File: src/rtl/regfile_writeback_arbiter_if.sv
// Result buses between execute/memory/decode and the register file write-back arbiter.
interface regfile_writeback_arbiter_if #(
    parameter int BusWidth = 32
);
    logic                i_Alu_Valid;
    logic [3:0]          i_Alu_Address;
    logic [BusWidth-1:0] i_Alu_Data;
    logic                i_Load_Valid;
    logic [3:0]          i_Load_Address;
    logic [BusWidth-1:0] i_Load_Data;
    logic                o_Load_Ready;
    logic                i_Issue_Load;
    logic [3:0]          i_Issue_Address;
    logic [3:0]          i_Check_Address1;
    logic [3:0]          i_Check_Address2;
    logic                o_Pending1;
    logic                o_Pending2;
    logic                o_Write_Enable;
    logic [3:0]          o_Address_ToWrite;
    logic [BusWidth-1:0] o_Write_Data;
    logic                o_Branch_Valid;
    logic [BusWidth-1:0] o_Branch_Target;

    modport master (
        output i_Alu_Valid, i_Alu_Address, i_Alu_Data,
        output i_Load_Valid, i_Load_Address, i_Load_Data,
        output i_Issue_Load, i_Issue_Address, i_Check_Address1, i_Check_Address2,
        input  o_Load_Ready, o_Pending1, o_Pending2,
        input  o_Write_Enable, o_Address_ToWrite, o_Write_Data,
        input  o_Branch_Valid, o_Branch_Target
    );

    modport slave (
        input  i_Alu_Valid, i_Alu_Address, i_Alu_Data,
        input  i_Load_Valid, i_Load_Address, i_Load_Data,
        input  i_Issue_Load, i_Issue_Address, i_Check_Address1, i_Check_Address2,
        output o_Load_Ready, o_Pending1, o_Pending2,
        output o_Write_Enable, o_Address_ToWrite, o_Write_Data,
        output o_Branch_Valid, o_Branch_Target
    );
endinterface

File: src/rtl/regfile_writeback_arbiter.sv
// Merges ALU and buffered load results onto the single register file write port,
// diverting R15 writes to the branch target and tracking outstanding loads.
module regfile_writeback_arbiter #(
    parameter int BusWidth  = 32,
    parameter int FifoDepth = 4
) (
    input  logic                       clk,
    input  logic                       rst_n,
    regfile_writeback_arbiter_if.slave wb
);
    localparam int              PtrW      = $clog2(FifoDepth);
    localparam int              CntW      = PtrW + 1;
    localparam logic [CntW-1:0] FullCount = CntW'(FifoDepth);
    localparam logic [3:0]      PcAddr    = 4'd15;

    logic [3:0]          fifo_addr [FifoDepth];
    logic [BusWidth-1:0] fifo_data [FifoDepth];
    logic [PtrW-1:0]     wr_ptr;
    logic [PtrW-1:0]     rd_ptr;
    logic [CntW-1:0]     count;
    logic [14:0]         pending;
    logic [14:0]         pending_nxt;
    logic                enq;
    logic                deq;
    logic                sel_valid;
    logic [3:0]          sel_addr;
    logic [BusWidth-1:0] sel_data;

    // Ready comes from the registered count only, so a same-cycle dequeue never frees a slot.
    assign wb.o_Load_Ready = (count != FullCount);
    assign enq             = wb.i_Load_Valid && wb.o_Load_Ready;
    assign deq             = !wb.i_Alu_Valid && (count != '0);

    always_comb begin
        sel_valid = wb.i_Alu_Valid || deq;
        sel_addr  = fifo_addr[rd_ptr];
        sel_data  = fifo_data[rd_ptr];
        if (wb.i_Alu_Valid) begin
            sel_addr = wb.i_Alu_Address;
            sel_data = wb.i_Alu_Data;
        end
    end

    // Set is applied after clear so a newer load to the same register keeps its bit.
    always_comb begin
        pending_nxt = pending;
        if (deq && fifo_addr[rd_ptr] != PcAddr) begin
            pending_nxt[fifo_addr[rd_ptr]] = 1'b0;
        end
        if (wb.i_Issue_Load && wb.i_Issue_Address != PcAddr) begin
            pending_nxt[wb.i_Issue_Address] = 1'b1;
        end
    end

    assign wb.o_Pending1 = (wb.i_Check_Address1 != PcAddr) && pending[wb.i_Check_Address1];
    assign wb.o_Pending2 = (wb.i_Check_Address2 != PcAddr) && pending[wb.i_Check_Address2];

    always_ff @(posedge clk) begin
        if (enq) begin
            fifo_addr[wr_ptr] <= wb.i_Load_Address;
            fifo_data[wr_ptr] <= wb.i_Load_Data;
        end
    end

    always_ff @(posedge clk) begin
        if (!rst_n) begin
            wr_ptr               <= '0;
            rd_ptr               <= '0;
            count                <= '0;
            pending              <= '0;
            wb.o_Write_Enable    <= 1'b0;
            wb.o_Address_ToWrite <= '0;
            wb.o_Write_Data      <= '0;
            wb.o_Branch_Valid    <= 1'b0;
            wb.o_Branch_Target   <= '0;
        end else begin
            if (enq) begin
                wr_ptr <= wr_ptr + 1'b1;
            end
            if (deq) begin
                rd_ptr <= rd_ptr + 1'b1;
            end
            case ({enq, deq})
                2'b10:   count <= count + 1'b1;
                2'b01:   count <= count - 1'b1;
                default: count <= count;
            endcase
            pending           <= pending_nxt;
            wb.o_Write_Enable <= 1'b0;
            wb.o_Branch_Valid <= 1'b0;
            if (sel_valid) begin
                if (sel_addr == PcAddr) begin
                    wb.o_Branch_Valid  <= 1'b1;
                    wb.o_Branch_Target <= sel_data;
                end else begin
                    wb.o_Write_Enable    <= 1'b1;
                    wb.o_Address_ToWrite <= sel_addr;
                    wb.o_Write_Data      <= sel_data;
                end
            end
        end
    end
endmodule

File: src/flat_wrapper.sv
// flat-port wrapper written by rule: the top's interface ports become plain ports
module regfile_writeback_arbiter_flat 
#(
    parameter int BusWidth  = 32,
    parameter int FifoDepth = 4
)
  (clk, rst_n, wb_i_Alu_Valid, wb_i_Alu_Address, wb_i_Alu_Data, wb_i_Load_Valid, wb_i_Load_Address, wb_i_Load_Data, wb_i_Issue_Load, wb_i_Issue_Address, wb_i_Check_Address1, wb_i_Check_Address2, wb_o_Load_Ready, wb_o_Pending1, wb_o_Pending2, wb_o_Write_Enable, wb_o_Address_ToWrite, wb_o_Write_Data, wb_o_Branch_Valid, wb_o_Branch_Target);
  regfile_writeback_arbiter_if #(.BusWidth(BusWidth)) wb_i ();
  input  logic clk;
  input  logic rst_n;
  input wire logic [$bits(wb_i.i_Alu_Valid)-1:0] wb_i_Alu_Valid;
  input wire logic [$bits(wb_i.i_Alu_Address)-1:0] wb_i_Alu_Address;
  input wire logic [$bits(wb_i.i_Alu_Data)-1:0] wb_i_Alu_Data;
  input wire logic [$bits(wb_i.i_Load_Valid)-1:0] wb_i_Load_Valid;
  input wire logic [$bits(wb_i.i_Load_Address)-1:0] wb_i_Load_Address;
  input wire logic [$bits(wb_i.i_Load_Data)-1:0] wb_i_Load_Data;
  input wire logic [$bits(wb_i.i_Issue_Load)-1:0] wb_i_Issue_Load;
  input wire logic [$bits(wb_i.i_Issue_Address)-1:0] wb_i_Issue_Address;
  input wire logic [$bits(wb_i.i_Check_Address1)-1:0] wb_i_Check_Address1;
  input wire logic [$bits(wb_i.i_Check_Address2)-1:0] wb_i_Check_Address2;
  output wire logic [$bits(wb_i.o_Load_Ready)-1:0] wb_o_Load_Ready;
  output wire logic [$bits(wb_i.o_Pending1)-1:0] wb_o_Pending1;
  output wire logic [$bits(wb_i.o_Pending2)-1:0] wb_o_Pending2;
  output wire logic [$bits(wb_i.o_Write_Enable)-1:0] wb_o_Write_Enable;
  output wire logic [$bits(wb_i.o_Address_ToWrite)-1:0] wb_o_Address_ToWrite;
  output wire logic [$bits(wb_i.o_Write_Data)-1:0] wb_o_Write_Data;
  output wire logic [$bits(wb_i.o_Branch_Valid)-1:0] wb_o_Branch_Valid;
  output wire logic [$bits(wb_i.o_Branch_Target)-1:0] wb_o_Branch_Target;
  assign wb_i.i_Alu_Valid = wb_i_Alu_Valid;
  assign wb_i.i_Alu_Address = wb_i_Alu_Address;
  assign wb_i.i_Alu_Data = wb_i_Alu_Data;
  assign wb_i.i_Load_Valid = wb_i_Load_Valid;
  assign wb_i.i_Load_Address = wb_i_Load_Address;
  assign wb_i.i_Load_Data = wb_i_Load_Data;
  assign wb_i.i_Issue_Load = wb_i_Issue_Load;
  assign wb_i.i_Issue_Address = wb_i_Issue_Address;
  assign wb_i.i_Check_Address1 = wb_i_Check_Address1;
  assign wb_i.i_Check_Address2 = wb_i_Check_Address2;
  assign wb_o_Load_Ready = wb_i.o_Load_Ready;
  assign wb_o_Pending1 = wb_i.o_Pending1;
  assign wb_o_Pending2 = wb_i.o_Pending2;
  assign wb_o_Write_Enable = wb_i.o_Write_Enable;
  assign wb_o_Address_ToWrite = wb_i.o_Address_ToWrite;
  assign wb_o_Write_Data = wb_i.o_Write_Data;
  assign wb_o_Branch_Valid = wb_i.o_Branch_Valid;
  assign wb_o_Branch_Target = wb_i.o_Branch_Target;
  regfile_writeback_arbiter #(.BusWidth(BusWidth), .FifoDepth(FifoDepth)) u_core (.clk(clk), .rst_n(rst_n), .wb(wb_i));
endmodule
File: config.mk
export PLATFORM = sky130hd
export DESIGN_NAME = regfile_writeback_arbiter_flat
export DESIGN_NICKNAME = d
export VERILOG_FILES = /design/src/rtl/regfile_writeback_arbiter_if.sv /design/src/rtl/regfile_writeback_arbiter.sv /design/src/flat_wrapper.sv
export SDC_FILE = /design/constraint.sdc
export NUM_CORES = 1
export LEC_CHECK = 0
export CAP_MARGIN = 30
export CORE_UTILIZATION = 57
export CTS_BUF_LIST = sky130_fd_sc_hd__clkbuf_4 sky130_fd_sc_hd__clkbuf_8 sky130_fd_sc_hd__clkbuf_16
export CTS_CLUSTER_SIZE = 28
export DETAILED_ROUTE_END_ITERATION = 8
export PLACE_DENSITY = 0.89
export SYNTH_ARGS = -nofsm -noshare
export SYNTH_HDL_FRONTEND = slang
export SYNTH_SLANG_ARGS = --single-unit
File: constraint.sdc
create_clock -name clk -period 6.7 [get_ports clk]
set_input_delay 1.005 -clock clk [delete_from_list [all_inputs] [get_ports clk]]
set_output_delay 1.005 -clock clk [all_outputs]
set_load 0.02 [all_outputs]
=== Yosys cells after proc, flatten, opt, wreduce, memory -nomap -nowiden ===
Memories as Yosys holds them, arrays and structs flattened. A register that Yosys moved wholly into a read port is not among the register bits.
Cells that the tools add are included.

* Bitwise operators: 4
* $add $sub $neg: 4
* Equal/unequal tests: 8
* Muxes and demuxes: 21
* Reduce and logical (&&, ||, !) cells: 15
* Magnitude comparators: 6

{| class="wikitable"
|+ Operators by type and width
! operator !! count
|-
| 2-to-1 mux 32 bit || 1
|-
| 2-to-1 mux 15 bit || 2
|-
| < comparator 4 x 5 -> 1 bit, second input constant || 4
|-
| != test 4 bit, second input constant || 4
|-
| AND 15 bit || 1
|-
| inverter 15 bit || 1
|-
| OR 15 bit || 1
|-
| binary-select mux 1 bit (select 4 bit) || 2
|-
| demux 1 bit (select 4 bit) || 2
|-
| >= comparator 4 x 1 -> 1 bit, second input constant || 2
|-
| logical AND 1 bit || 8
|-
| 2-to-1 mux 1 bit || 8
|-
| 2-to-1 mux 2 bit || 4
|-
| one-hot mux 3 bit (2 select lines) || 1
|-
| AND reduction 2 bit || 3
|-
| adder 2 x 1 -> 2 bit, second input constant || 2
|-
| equality test 4 bit, second input constant || 1
|-
| 2-to-1 mux 4 bit || 1
|-
| adder 3 x 1 -> 3 bit, second input constant || 1
|-
| != test 3 bit, second input constant || 1
|-
| nonzero test 3 bit || 1
|-
| subtractor 3 x 1 -> 3 bit, second input constant || 1
|-
| equality test 2 x 1 -> 1 bit, second input constant || 1
|-
| equality test 2 bit, second input constant || 1
|-
| other kinds (4) || 4
|}

* Input bits: 89
* Register bits after elaboration: 92
* Memory bits (writable): 144
* Memories: 2
* Output and inout port bits: 73

{| class="wikitable"
|+ Memory list
! memory !! depth !! bits a word !! rd ports !! clocked after Yosys merged registers in !! write ports !! line !! text
|-
| u_core.fifo_data || 4 || 32 || 1 || 1 || 1 || regfile_writeback_arbiter.sv:17 || <nowiki>logic [BusWidth-1:0] fifo_data [FifoDepth];</nowiki>
|-
| u_core.fifo_addr || 4 || 4 || 1 || 1 || 1 || regfile_writeback_arbiter.sv:16 || <nowiki>logic [3:0] fifo_addr [FifoDepth];</nowiki>
|}

=== Logic depth before layout (Yosys ltp) ===
Gate-level depths: netlist of run 1.

* Depth after elaboration: 9
* Mapped depth: 9
* Depth with buffers taken out: 9

=== Least setup slack after synthesis of run 1 ===
Ideal clock, no wire load.

* Path type: input to output
* Start point: in wb_i_Check_Address2[0]
* End point: out wb_o_Pending2
* Stages on the path: 2
* Path slack: 3.694 ns
* Data arrival time: 2.001 ns
* Path through: mux4_2 mux4_2

* Cells in the longest elaborated chain, start to end: 3

{| class="wikitable"
|+ Ends and longest elaborated chain
! item !! line !! text
|-
| start: declaration || flat_wrapper.sv:20 || <nowiki>input wire logic [$bits(wb_i.i_Check_Address2)-1:0] wb_i_Check_Address2;</nowiki>
|-
| binary-select mux 1 bit (select 4 bit) || regfile_writeback_arbiter.sv:56 || <nowiki>assign wb.o_Pending2 = (wb.i_Check_Address2 != PcAddr) && pending[wb.i_Check_Address2];</nowiki>
|-
| 2-to-1 mux 1 bit (not written as such) || regfile_writeback_arbiter.sv:56 ||
|-
| logical AND 1 bit * || regfile_writeback_arbiter.sv:56 ||
|-
| end: declaration || flat_wrapper.sv:23 || <nowiki>output wire logic [$bits(wb_i.o_Pending2)-1:0] wb_o_Pending2;</nowiki>
|}

Every way passes the cells marked *; elsewhere a longest branch is shown, timed or not. The select of a mux whose other input is x is not followed.

=== Worst setup path after layout of run 1 ===
Same ends and word-level chain as after synthesis.

==> impl_metrics.tcl, run 1 <==
set metrics [dict create \
    drt_first_pass_iters 6 \
    cts_tree "built" \
    die_h_um 130.6 \
    start_util 0.5893 \
    antenna_found_initial 0 \
    synth_mux_area_frac 0.1676 \
    ys_seq_area_frac 0.6582 \
    multi_input_area_um2 2977 \
    clockBufferDepth 3 \
    ys_types 43 \
    fillers 1026 \
    vias 6287 \
    synth_simple_gate_area_frac 0.06117 \
    min-delay-start "u_core.wb.o_Address_ToWrite[2]" \
    gp_congestion 0.8097 \
    p_seq_frac 0.448 \
    cp-start-kind "primary input" \
    status "complete, no violations" \
    io_pins 162 \
    yosysTopAreaCell "edfxtp_1" \
    diodes 0 \
    p_clk_frac 0.296 \
    cp_cell_sequence "clkdlybuf4s50_1 -> mux4_2 -> mux4_2 -> clkdlybuf4s50_1" \
    finalCritPeriodShare 0.6230 \
    hp-class "flop to flop" \
    clk_latency_ps 510 \
    die_w_um 130.6 \
    power_density_nw_per_um2 350.5 \
    grt_overflow 0 \
    skew_ps 13.05 \
    port-buffer-count 161 \
    area_delta_synth_final_pct 27.56 \
    gr-usage-all-layers 0.2509 \
    finalWorstPathRequiredPeriod_ps 4174 \
    syn_area_per_cell_um2 13.72 \
    power_frac_comb 0.256 \
    whs_path_depth 2 \
    worstReg2RegEnd "u_core.wb.o_Address_ToWrite[1]" \
    fmax_mhz 239.6 \
    cts-root-buf "clkbuf_16" \
    synth-seq-cells 238 \
    hold_ws_ps 451.0 \
    seq_area_um2 6210 \
    slew_headroom 0.3369 \
    nets 938 \
    hold_violations 0 \
    synth_top_family_by_area "multiplexers" \
    viasPerCell 5.838 \
    dp_hpwl_um 13610 \
    synth_compound_area_frac 0.07272 \
    place_ws_ps 2509 \
    required_ps 5690 \
    wire_per_inst_um 20.31 \
    synth_top_area_share 0.4586 \
    worstPathArrival_ps 3170 \
    whs_endpoint "u_core.wb.o_Address_ToWrite[2]" \
    fin_setup_tns_ps 0 \
    rsz0062_at_grt "no" \
    setup_ws_ps 2526 \
    async_reset_ff_frac 0 \
    reg2regPathDepth 5 \
    vdd_drop_max_mv 0.2761 \
    cts_made_buffers 24 \
    path_delay_family "buffers and inverters" \
    antenna_left 0 \
    cp-end-kind "output pin" \
    intPower_w 0.002994 \
    grt_pass1_wl_um 32450 \
    tightestPinTransition_ps 994.7 \
    syn_area_um2 9429 \
    ctsHoldBuffers 0 \
    critPathMaxFanout 5 \
    synth_fa_ha_area_frac 0.008758 \
    h-tree-depth 1 \
    swShare 0.2898 \
    critPathMaxStageDelay_ps 610 \
    cts_resized 0 \
    drive_gt1_frac 0.08362 \
    wl_um 21880 \
    cap_violations 0 \
    synth_xor_area_frac 0.004644 \
    die_area_um2 17060 \
    drc 0 \
    first_global_vias 6306 \
    synth-edff-count 144 \
    cts.clk_slew.worst_paths_ps 60 \
    p_sw_w 0.001222 \
    cts_sinks 238 \
    cts_setup_buffers 0 \
    setup_viol 0 \
    drv_slew 0 \
    yosysWarnings 0 \
    path_buf_inv 2 \
    drtIter0Drc 411 \
    grt_max_degree 102 \
    syn_inst 687 \
    synth_nets 782 \
    netlist_top_cells_area "edfxtp_1 (46%), dfxtp_1 (20%), mux2i_1 (14%)" \
    rows 46 \
    reg2reg_slack_ps 3720 \
    core_area_um2 16000 \
    synth_flop_cell "edfxtp_1" \
    worstSetupPathType "primary input to output pin" \
    leakage_nw 4.274 \
    critPathSlowestCell "clkdlybuf4s50_1" \
]
## worst max path at each step
stage	from	end	slack, ps	cells past startpoint
final	wb_i_Check_Address2[0]	wb_o_Pending2	2530	4
after global routing	wb_i_Check_Address2[0]	wb_o_Pending2	2440	4
after CTS	wb_i_Check_Address2[0]	wb_o_Pending2	2510	4
after detailed placement	wb_i_Check_Address2[0]	wb_o_Pending2	2510	4
after global placement	wb_i_Check_Address2[0]	wb_o_Pending2	2550	4
after floorplan	wb_i_Check_Address2[0]	wb_o_Pending2	3690	2
## registers in the layout (all words and copies together), names as in the netlist, named ones only
register / count
u_core.fifo_addr: 16
u_core.wr_ptr: 2
u_core.pending: 15
u_core.wb.o_Branch_Valid: 1
u_core.fifo_data: 128
u_core.rd_ptr: 2
u_core.wb.o_Write_Data: 32
u_core.wb.o_Write_Enable: 1
u_core.wb.o_Branch_Target: 32
u_core.count: 3
u_core.wb.o_Address_ToWrite: 4
## metal layers
layer / routed length, um / vias up / global-route usage
li1: - / 2897 / -
met1: 8676 / 3117 / 0.3065
met2: 11470 / 237 / 0.4494
met3: 1304 / 36 / 0.04520
met4: 424 / 0 / 0.08384
met5: 0 / - / 0
## cell usage after synthesis (all sizes together), types with 2 or more instances
cell	count
a31oi	33
o22ai	33
edfxtp	144
nor2b	3
o21ai	19
mux2i	132
and2	2
nor3b	2
dfxtp	94
or3b	2
nand2b	3
buf	16
xor2	2
nand2	84
a221oi	2
xnor2	3
nor3	2
inv	10
ha	5
nor2	14
mux4	11
and3	5
or4b	2
nand3	4
a21oi	21
clkbuf	25
## power by group through the flow
stage	logic, W	registers (W)	clock network, W
after global routing	0.00115	0.00190	0.00133
after CTS	0.00107	0.00189	0.00126
final	0.00108	0.00189	0.00125
after global placement	0.000954	0.00195	0
after detailed placement	0.00106	0.00192	0
after floorplan	0.000623	0.00195	0
## logic make-up after synthesis
logic type	Yosys count
AO/OA/AOI/OAI	113
XOR/XNOR	5
adder cells (fa/ha/maj)	6
buffers and inverters	52
flip-flops	238
multiplexers	144
AND/OR/NAND/NOR	129
## metrics by stage
step | total power [W] | cells | area (um2) | utilization
5_1_grt | 0.004378 | 1077 | 12030 | 0.7517
3_3_place_gp | 0.002901 | 1026 | 11120 | 0.6953
3_5_place_dp | 0.002975 | 1028 | 11170 | 0.6982
2_1_floorplan | 0.002578 | 687 | 9429 | -
4_1_cts | 0.004216 | 1072 | 11920 | 0.7450
6_report | 0.004215 | 1077 | 12030 | 0.7517
## layout make-up
type / instances / share of cell area
timing repair buffer: 171 / 0.1481
inverter: 11 / 0.003433
multi-input combinational: 397 / 0.2475
tap: 216 / 0.02247
sequential: 238 / 0.5163
clock buffer: 35 / 0.05877
clock inverter: 9 / 0.003433
## layout by cell type, fill, tap and decap left out, types with 2 or more instances in the layout
master,n
a21oi_1,21
a221oi_2,2
a31oi_1,33
and2_1,2
and3_2,4
buf_12,5
buf_16,2
buf_4,4
clkbuf_16,25
clkbuf_4,9
clkdlybuf4s50_1,159
clkinv_1,7
clkinv_2,2
dfxtp_1,93
edfxtp_1,144
ha_1,5
inv_1,10
mux2i_1,132
mux4_2,11
nand2_1,84
nand2b_1,3
nand3_1,4
nor2_1,14
nor2b_1,3
nor3_1,2
nor3b_1,2
o21ai_0,4
o21ai_1,15
o22ai_1,33
or3b_1,2
or4b_1,2
xnor2_1,3
xor2_1,2
## worst register-to-register path, cell delays in order (launching register included)
cell and delay, ps:
dfxtp_4 700, mux4_2 630, nor2b_1 180, a311o_2 660, buf_4 380, a221oi_2 320
No activity file was read; power rests on OpenSTA's default activity.
==> run 2: changes to the inputs <==
--- a/config.mk
+++ b/config.mk
@@ -6,11 +6,11 @@
 export NUM_CORES = 1
 export LEC_CHECK = 0
 export CAP_MARGIN = 30
-export CORE_UTILIZATION = 57
+export CORE_UTILIZATION = 53
 export CTS_BUF_LIST = sky130_fd_sc_hd__clkbuf_4 sky130_fd_sc_hd__clkbuf_8 sky130_fd_sc_hd__clkbuf_16
 export CTS_CLUSTER_SIZE = 28
 export DETAILED_ROUTE_END_ITERATION = 8
-export PLACE_DENSITY = 0.89
+export PLACE_DENSITY = 0.84
 export SYNTH_ARGS = -nofsm -noshare
 export SYNTH_HDL_FRONTEND = slang
 export SYNTH_SLANG_ARGS = --single-unit
==> constraint.sdc (replaced) <==
create_clock -name clk -period 4.2 [get_ports clk]
set_input_delay 0.63 -clock clk [delete_from_list [all_inputs] [get_ports clk]]
set_output_delay 0.63 -clock clk [all_outputs]
set_load 0.02 [all_outputs]
==> run 2 against run 1 <==
Non-clock buffer count is 2 higher. Global-route usage shrank 2.8 points. First-iteration DRC count is 6.3% lower.
==> impl_metrics.tcl, run 2 (synthesized netlist as in run 1, its figures left out) <==
set metrics [dict create \
    status "complete, no violations" \
    grt_max_degree 70 \
    hp-class "flop to flop" \
    layout_commonest_cell "clkdlybuf4s50_1" \
    antenna_found_initial 1 \
    cts_sinks 238 \
    worstSetupPathType "primary input to output pin" \
    cts.clk_slew.worst_paths_ps 60 \
    vias 6118 \
    die_area_um2 18330 \
    slew_headroom 0.3418 \
    gp_congestion 0.8330 \
    port-buffer-count 161 \
    core_area_um2 17360 \
    drtIter0Drc 385 \
    vdd_drop_max_mv 0.3750 \
    gr-usage-all-layers 0.2233 \
    setup_viol 0 \
    drive_gt1_frac 0.09038 \
    rows 48 \
    wl_met3_um 1329 \
    p_sw_w 0.001900 \
    drt_first_pass_iters 4 \
    cts_tree "built" \
    viasPerCell 5.618 \
    fin_setup_tns_ps 0 \
    layout_common_cells "clkdlybuf4s50_1 (159), edfxtp_1 (144), mux2i_1 (132), dfxtp_1 (93), nand2_1 (84)" \
    cts_made_buffers 24 \
    tightestPinTransition_ps 987.3 \
    io_pins 162 \
    nets 940 \
    power_density_nw_per_um2 565.6 \
    p_seq_frac 0.437 \
    drc 0 \
    place_ws_ps 760.5 \
    antenna_left 0 \
    dp_hpwl_um 13040 \
    rsz0062_at_grt "no" \
    met1_length_um 8568 \
    area_delta_synth_final_pct 28.76 \
    clockBufferDepth 3 \
    intPower_w 0.004967 \
    hold_violations 0 \
    required_ps 3570 \
    cap_violations 0 \
    leakage_nw 4.330 \
    ctsHoldBuffers 0 \
    clk_latency_ps 500 \
    skew_ps 10.66 \
    largest_register_ffs 128 \
    finalCritPeriodShare 0.8156 \
    worstPathArrival_ps 2800 \
    start_util 0.5433 \
    h-tree-depth 1 \
    critPathMaxFanout 5 \
    grt_overflow 0 \
    p_clk_frac 0.320 \
    p_total_w 0.006867 \
    cts_setup_buffers 0 \
    grt_pass1_wl_um 31510 \
    top_register "u_core.fifo_data" \
    die_h_um 135.4 \
    drv_slew 0 \
    finalWorstPathRequiredPeriod_ps 3425 \
    cp-end-kind "output pin" \
    met2_length_um 10040 \
    wl_um 20280 \
    top_regs "u_core.fifo_data: 128 flops, u_core.wb.o_Branch_Target: 32 flops, u_core.wb.o_Write_Data: 32 flops" \
    cp-start-kind "primary input" \
    cts-root-buf "clkbuf_16" \
    swShare 0.2767 \
    fmax_mhz 291.9 \
    die_w_um 135.4 \
    wire_per_inst_um 18.62 \
    first_global_vias 6255 \
    cts_resized 0 \
    maxUsedRoutingLayer "met4" \
    power_frac_comb 0.243 \
    setup_ws_ps 774.5 \
]
run 2: critical path: stages:
cell and delay, ps:
clkdlybuf4s50_1 610, mux4_2 540, mux4_2 470, clkdlybuf4s50_1 550
run 2: power groups by stage:
stage	registers, W	clock network, W	logic [W]
4_1_cts	0.00300	0.00224	0.00166
6_report	0.00300	0.00220	0.00167
5_1_grt	0.00303	0.00234	0.00179
2_1_floorplan	0.00312	0	0.000994
3_3_place_gp	0.00304	0	0.00161
3_5_place_dp	0.00305	0	0.00165
run 2: worst paths after layout:
path,end,slack [ps],start,cells after the start
worst max-delay path,wb_o_Pending2,770,wb_i_Check_Address2[0],4
worst min-delay path,u_core.wb.o_Branch_Target[27],460,u_core.wb.o_Branch_Target[27],2
worst max register to register,u_core.wb.o_Write_Data[17],1330,flop,5
worst min register to register,u_core.wb.o_Branch_Target[27],460,u_core.wb.o_Branch_Target[27],2
run 2: layout make-up:
class                   count  area (um2)
inverters                  11       41.29
diodes                      1       2.502
well taps                 225       281.5
repair buffers            173        1772
multi-input cells         397        2977
fillers                  1183        5216
clock buffers              37       799.5
flip-flops and latches    238        6210
clock inverters             7       57.56
run 2: metal layers:
layer | global-route usage | vias to the layer above
met5 | 0 | -
met2 | 0.3926 | 198
met4 | 0.06429 | 0
li1 | - | 2902
met3 | 0.05088 | 31
met1 | 0.2743 | 2987
run 2: metrics by stage:
step           hold WS (ps)    util  cell area, um2  cells
6_report              455.2  0.6995           12140   1089
2_1_floorplan         465.1       -            9429    687
5_1_grt               480.1  0.6993           12140   1088
3_5_place_dp          451.5  0.6476           11240   1042
4_1_cts               460.3  0.6970           12100   1086
3_3_place_gp          442.7  0.6445           11190   1040
